File: config.mk
export PLATFORM = sky130hd
export DESIGN_NAME = adder_sequencer
export DESIGN_NICKNAME = d
export VERILOG_FILES = /design/src/rtl/adder_sequencer.sv
export SDC_FILE = /design/constraint.sdc
export NUM_CORES = 1
export LEC_CHECK = 0
export CAP_MARGIN = 10
export CORE_ASPECT_RATIO = 0.5
export CORE_MARGIN = 10
export CORE_UTILIZATION = 48
export DETAILED_ROUTE_END_ITERATION = 12
export PLACE_DENSITY = 0.79
export RECOVER_POWER = 25
export SYNTH_ARGS = -nofsm -noshare
export SYNTH_HDL_FRONTEND = slang
export SYNTH_SLANG_ARGS = --single-unit
File: constraint.sdc
create_clock -name clk -period 2.6 [get_ports clk]
set_input_delay 0.26 -clock clk [delete_from_list [all_inputs] [get_ports clk]]
set_output_delay 0.26 -clock clk [all_outputs]
set_load 0.02 [all_outputs]
File: src/rtl/adder_sequencer.sv
// adder_sequencer: drives a shared 8-bit ripple adder one byte per cycle,
// LSB first, to build a NUM_BYTES-wide add/subtract with carry, signed
// overflow and zero flags behind a start/busy/done handshake.
module adder_sequencer #(
    parameter int NUM_BYTES = 4,
    parameter int IDX_W     = 4
) (
    input  logic                   clk,
    input  logic                   rst_n,
    input  logic                   start,
    input  logic                   op_sub,
    input  logic                   cin,
    input  logic [8*NUM_BYTES-1:0] a_in,
    input  logic [8*NUM_BYTES-1:0] b_in,
    output logic                   busy,
    output logic                   done,
    output logic [8*NUM_BYTES-1:0] result,
    output logic                   carry_out,
    output logic                   overflow,
    output logic                   zero,
    output logic [7:0]             add_a,
    output logic [7:0]             add_b,
    output logic                   add_cin,
    input  logic [7:0]             add_sum,
    input  logic                   add_cout
);

    localparam int               W        = 8 * NUM_BYTES;
    localparam logic [IDX_W-1:0] LAST_IDX = IDX_W'(NUM_BYTES - 1);

    typedef enum logic [1:0] {
        S_IDLE = 2'd0,
        S_RUN  = 2'd1,
        S_DONE = 2'd2
    } state_t;

    state_t           r_state;
    logic [IDX_W-1:0] r_idx;
    logic             r_carry;
    logic [W-1:0]     r_a;
    logic [W-1:0]     r_b;
    logic             r_sub;
    logic [W-1:0]     r_result;
    logic             r_cout;
    logic             r_ovf;
    logic             r_zero;
    logic             r_busy;
    logic             r_done;

    logic             w_run;
    logic [7:0]       w_a_byte;
    logic [7:0]       w_b_byte;
    logic             w_lower_zero;
    logic             w_ovf;

    assign w_run = (r_state == S_RUN);

    // Select the operand bytes addressed by the current byte index.
    always_comb begin
        w_a_byte = 8'h00;
        w_b_byte = 8'h00;
        for (int i = 0; i < NUM_BYTES; i++) begin
            if (r_idx == IDX_W'(i)) begin
                w_a_byte = r_a[8*i +: 8];
                w_b_byte = r_b[8*i +: 8];
            end
        end
    end

    // Adder inputs are only live while running; B is pre-inverted for subtract.
    assign add_a   = w_run ? w_a_byte : 8'h00;
    assign add_b   = w_run ? (r_sub ? ~w_b_byte : w_b_byte) : 8'h00;
    assign add_cin = w_run & r_carry;

    // Flags are evaluated on the top byte; lower bytes are already in r_result.
    assign w_lower_zero = (r_result[W-9:0] == '0);
    assign w_ovf        = (add_a[7] == add_b[7]) && (add_sum[7] != add_a[7]);

    // Sequencer FSM: latch on start, walk bytes LSB first, pulse done.
    always_ff @(posedge clk or negedge rst_n) begin
        if (!rst_n) begin
            r_state  <= S_IDLE;
            r_idx    <= '0;
            r_carry  <= 1'b0;
            r_a      <= '0;
            r_b      <= '0;
            r_sub    <= 1'b0;
            r_result <= '0;
            r_cout   <= 1'b0;
            r_ovf    <= 1'b0;
            r_zero   <= 1'b0;
            r_busy   <= 1'b0;
            r_done   <= 1'b0;
        end else begin
            case (r_state)
                S_IDLE: begin
                    r_done <= 1'b0;
                    if (start) begin
                        r_a     <= a_in;
                        r_b     <= b_in;
                        r_sub   <= op_sub;
                        r_carry <= op_sub | cin;
                        r_idx   <= '0;
                        r_busy  <= 1'b1;
                        r_state <= S_RUN;
                    end
                end
                S_RUN: begin
                    for (int i = 0; i < NUM_BYTES; i++) begin
                        if (r_idx == IDX_W'(i)) begin
                            r_result[8*i +: 8] <= add_sum;
                        end
                    end
                    r_carry <= add_cout;
                    r_idx   <= r_idx + 1'b1;
                    if (r_idx == LAST_IDX) begin
                        r_cout  <= add_cout;
                        r_ovf   <= w_ovf;
                        r_zero  <= w_lower_zero && (add_sum == 8'h00);
                        r_done  <= 1'b1;
                        r_state <= S_DONE;
                    end
                end
                S_DONE: begin
                    r_done  <= 1'b0;
                    r_busy  <= 1'b0;
                    r_state <= S_IDLE;
                end
                default: begin
                    r_state <= S_IDLE;
                end
            endcase
        end
    end

    assign busy      = r_busy;
    assign done      = r_done;
    assign result    = r_result;
    assign carry_out = r_cout;
    assign overflow  = r_ovf;
    assign zero      = r_zero;

endmodule

==> impl_summary.txt <==
----------------------------------------------------
[STA]
  Fmax ... 407 MHz
  Minimum setup slack in the final design ... 0.144 ns
  Number of pins with negative max-slew slack in the final report ... 0
  Transition at the pin with the smallest max-transition slack ... 1.13 ns
  Minimum period implied by the final worst setup slack ... 2.46 ns
  Fin Clk Skew ... 0.00584 ns
  Unrepaired setup endpoints after global routing ... yes
  Number of hold violations in the final report ... 0
  Final Cycle Share ... 94.5%
  Worst max-slew margin expressed relative to the limit ... 24.7%
  Setup Total Neg Slack ... 0 ns
  Final count of negative-setup-slack endpoints ... 0

[Yosys]
  Post-Syn Area per Cell ... 12.0 um2
  Number of synthesis warnings ... 0
  Main synth FF type ... sky130_fd_sc_hd__dfrtp_1
  Cell Area, Synth ... 0.00489 mm2
  Most used standard cells in the synthesized netlist ... sky130_fd_sc_hd__dfrtp_1, sky130_fd_sc_hd__mux2_2, sky130_fd_sc_hd__nand2_1, sky130_fd_sc_hd__nor2_1, sky130_fd_sc_hd__a221oi_1
  Number of distinct library cell variants in the gate-level netlist after synthesis ... 41
  Most instantiated library cell after synthesis ... sky130_fd_sc_hd__dfrtp_1
  Gate count of the mapped netlist ... 407
  Proportion of netlist area held by the largest area contributor ... 55.8%
  Number of enable-type register cells in the synthesized netlist ... 0
  Flop and latch count out of synthesis ... 109
  Post-synth ARST share ... 100%
  Sequential area share after synthesis ... 55.8%
  Top post-synthesis cells by area ... sky130_fd_sc_hd__dfrtp_1, sky130_fd_sc_hd__mux2_2, sky130_fd_sc_hd__nand2_1, sky130_fd_sc_hd__a221oi_1, sky130_fd_sc_hd__nor2_1
  Library cell with the largest summed area after synthesis ... sky130_fd_sc_hd__dfrtp_1
  Net count after synthesis ... 489

[Finish]
  Ant diodes ... 0
  Final standard cell count with taps included and fillers excluded ... 682
  Fraction of final layout cells sized beyond drive strength 1 ... 26.9%
  Synth-to-layout area growth ... 35.5%
  # nets final ... 625
  Layout Utilization ... 68.3%

[Outcome]
  Result of the run ... finished, final reports clean

[Power]
  Clock share of power ... 13.8%
  Leakage power total ... 2.80 nW
  Fraction of power consumed by sequential logic ... 35.1%
  Gate power share ... 51.0%
  Power density over the cells ... 1350 mW/mm2
  Sw Pwr ... 3.51 mW
  Switching Fraction ... 39.1%
  Post-layout power ... 8.97 mW
  Pint ... 5.46 mW
  Peak supply drop ... 0.596 mV

[Floorplanning]
  Area enclosed by the die boundary ... 0.0149 mm2
  Rows ... 25
  Top-Level Pins ... 132
  Horizontal die dimension ... 163 um
  Height of the die ... 91.4 um
  Core outline area ... 0.00970 mm2
  Effective utilization at floorplan ... 50.4%

[Global route]
  GRT Resource Usage Total ... 17.3%
  Wire length of the first global-routing pass ... 20900 um
  Largest net degree at the start of global routing ... 70
  Initial antenna violation count ... 0
  Final global-route overflow total ... 0
  Number of global-route vias before repair ... 3901

[Setup path]
  Origin of the worst setup path ... r_idx[1]
  Worst path required time ... 2.34 ns
  Category of the worst setup path capture point ... output pin
  Classification of the worst setup path ... reg -> out
  Worst EP arrival ... 2.20 ns
  Maximum fanout count along the critical path ... 8
  Launch instance of the worst register-to-register path ... r_idx[1]
  Critical path startpoint category ... flop

[Clocking]
  CTS clk-pin slew, worst paths ... 0.07 ns
  Clock Root Buffer ... sky130_fd_sc_hd__clkbuf_16
  Clock insertion delay at the later pin of the skew report ... 0.34 ns
  Number of buffers between clock root and the deepest sink ... 2
  # clock sinks ... 109
  Cts bufs inserted ... 9
  CTS tree ... done
  Deepest level of the CTS H-tree ... 3

[Routing]
  Routed length per placed instance ... 18.7 um
  Post-detailed-route via-to-cell ratio ... 5.38
  Length of the first detailed-routing pass in iterations ... 4
  Residual DRC count ... 0
  Number of violations reported at the end of detailed-routing iteration 0 ... 185
  Remaining antenna violation count ... 0
  Routed wire length ... 12800 um
  Vias post-DR ... 3670

[Worst hold path]
  Start point of the worst hold path ... result[28]
  Class of the most critical hold timing path ... reg -> reg

[Place]
  Number of buffers inserted by port buffering ... 131
  Pre-CTS setup slack ... 0.0472 ns
  Final estimated routing congestion in global placement ... 0.792
  Dpl hpwl ... 9590 um
  DP Cell Count ... 665

[Run]
  # Max-Cap Violations ... 0

----------------------------------------------------
-- what timing repair did --
action	in CTS	in global routing
endpoints found under the hold margin	42	0
hold buffers	1	0
endpoints found under the setup margin	16	16
gates resized for setup	34	29
pin swaps	0	5
setup buffers	0	1
-- final cells by class --
type / instances / area [um2]
sequential: 109 / 2730
fill: 768 / 3070
inverter: 7 / 26.3
timing repair buffer: 149 / 1400
clock buffer: 10 / 229
multi-input combinational: 267 / 2040
tap: 135 / 169
clock inverter: 5 / 37.5
-- stage by stage --
step                hold slack, ns  area (um2)
floorplan                  -0.0356        4890
global placement             0.302        6420
detailed placement           0.307        6420
CTS                          0.482        6710
global route                 0.499        6630
finish                       0.477        6630
-- power groups by stage --
| stage | clock network [mW] | logic [mW] | registers, mW |
|---|---|---|---|
| floorplan | 0 | 2.64 | 3.33 |
| global placement | 0 | 4.68 | 3.12 |
| detailed placement | 0 | 4.79 | 3.16 |
| CTS | 1.27 | 4.72 | 3.14 |
| global route | 1.37 | 4.99 | 3.24 |
| finish | 1.24 | 4.58 | 3.15 |
-- placed cells by master (no fill, tap or decap), types with 9 or more instances in the layout --
cell and instances:
sky130_fd_sc_hd__mux2_2 88, sky130_fd_sc_hd__dfrtp_1 109, sky130_fd_sc_hd__buf_4 14, sky130_fd_sc_hd__a221oi_1 12, sky130_fd_sc_hd__a21oi_1 11, sky130_fd_sc_hd__clkbuf_2 11
sky130_fd_sc_hd__nand2_1 53, sky130_fd_sc_hd__clkdlybuf4s50_1 114, sky130_fd_sc_hd__nor2_1 25, sky130_fd_sc_hd__clkbuf_16 9
-- worst max-delay path: stages, from the launching register on --
cell and delay [ns]:
sky130_fd_sc_hd__dfrtp_1 0.44, sky130_fd_sc_hd__inv_2 0.08, sky130_fd_sc_hd__ha_2 0.17, sky130_fd_sc_hd__nor2b_4 0.24
sky130_fd_sc_hd__buf_4 0.15, sky130_fd_sc_hd__a221oi_1 0.06, sky130_fd_sc_hd__o31ai_1 0.21, sky130_fd_sc_hd__nand2_1 0.09
sky130_fd_sc_hd__xor2_1 0.14, sky130_fd_sc_hd__nor2_1 0.11, sky130_fd_sc_hd__buf_4 0.16
-- kinds of logic (layout without fill, tap and decap cells) --
logic type / Yosys count / in the layout / share of synthesized area [%]
simple gates: 118 / 118 / 11.4
flops: 109 / 109 / 55.8
mux: 88 / 88 / 20.3
compound gates: 49 / 49 / 7.14
buf+inv: 31 / 171 / 2.92
xor+xnor: 8 / 8 / 1.43
fa+ha+maj: 4 / 4 / 1.02
-- per-layer routing --
| metal | up-vias | wire, um | GRT usage [%] | share of wire (%) |
|---|---|---|---|---|
| li1 | 1706 | - | - | - |
| met1 | 1846 | 5540 | 21.7 | 43 |
| met2 | 108 | 6320 | 29.0 | 50 |
| met3 | 10 | 772 | 4.46 | 6.0 |
| met4 | 0 | 128 | 4.40 | 1.0 |
| met5 | - | 0 | 0 | 0 |
-- sequential cells by signal (all words and copies together) (netlist names), 2 cells and up --
name,flops
r_a,32
r_b,32
result,32
r_idx,4
r_state,2
-- worst paths after layout --
check / to / slack [ns] / depth (start not counted)
worst max-delay path: add_b[2] / 0.14 / 10
worst min-delay path: result[28] / 0.48 / 2
worst max register to register: overflow / 0.31 / 10
worst min register to register: result[28] / 0.48 / 2
max in group asynchronous: r_a[3] / 0.50 / 3
min in group asynchronous: r_b[3] / 0.66 / 2
(Power assumes the default switching activity.)
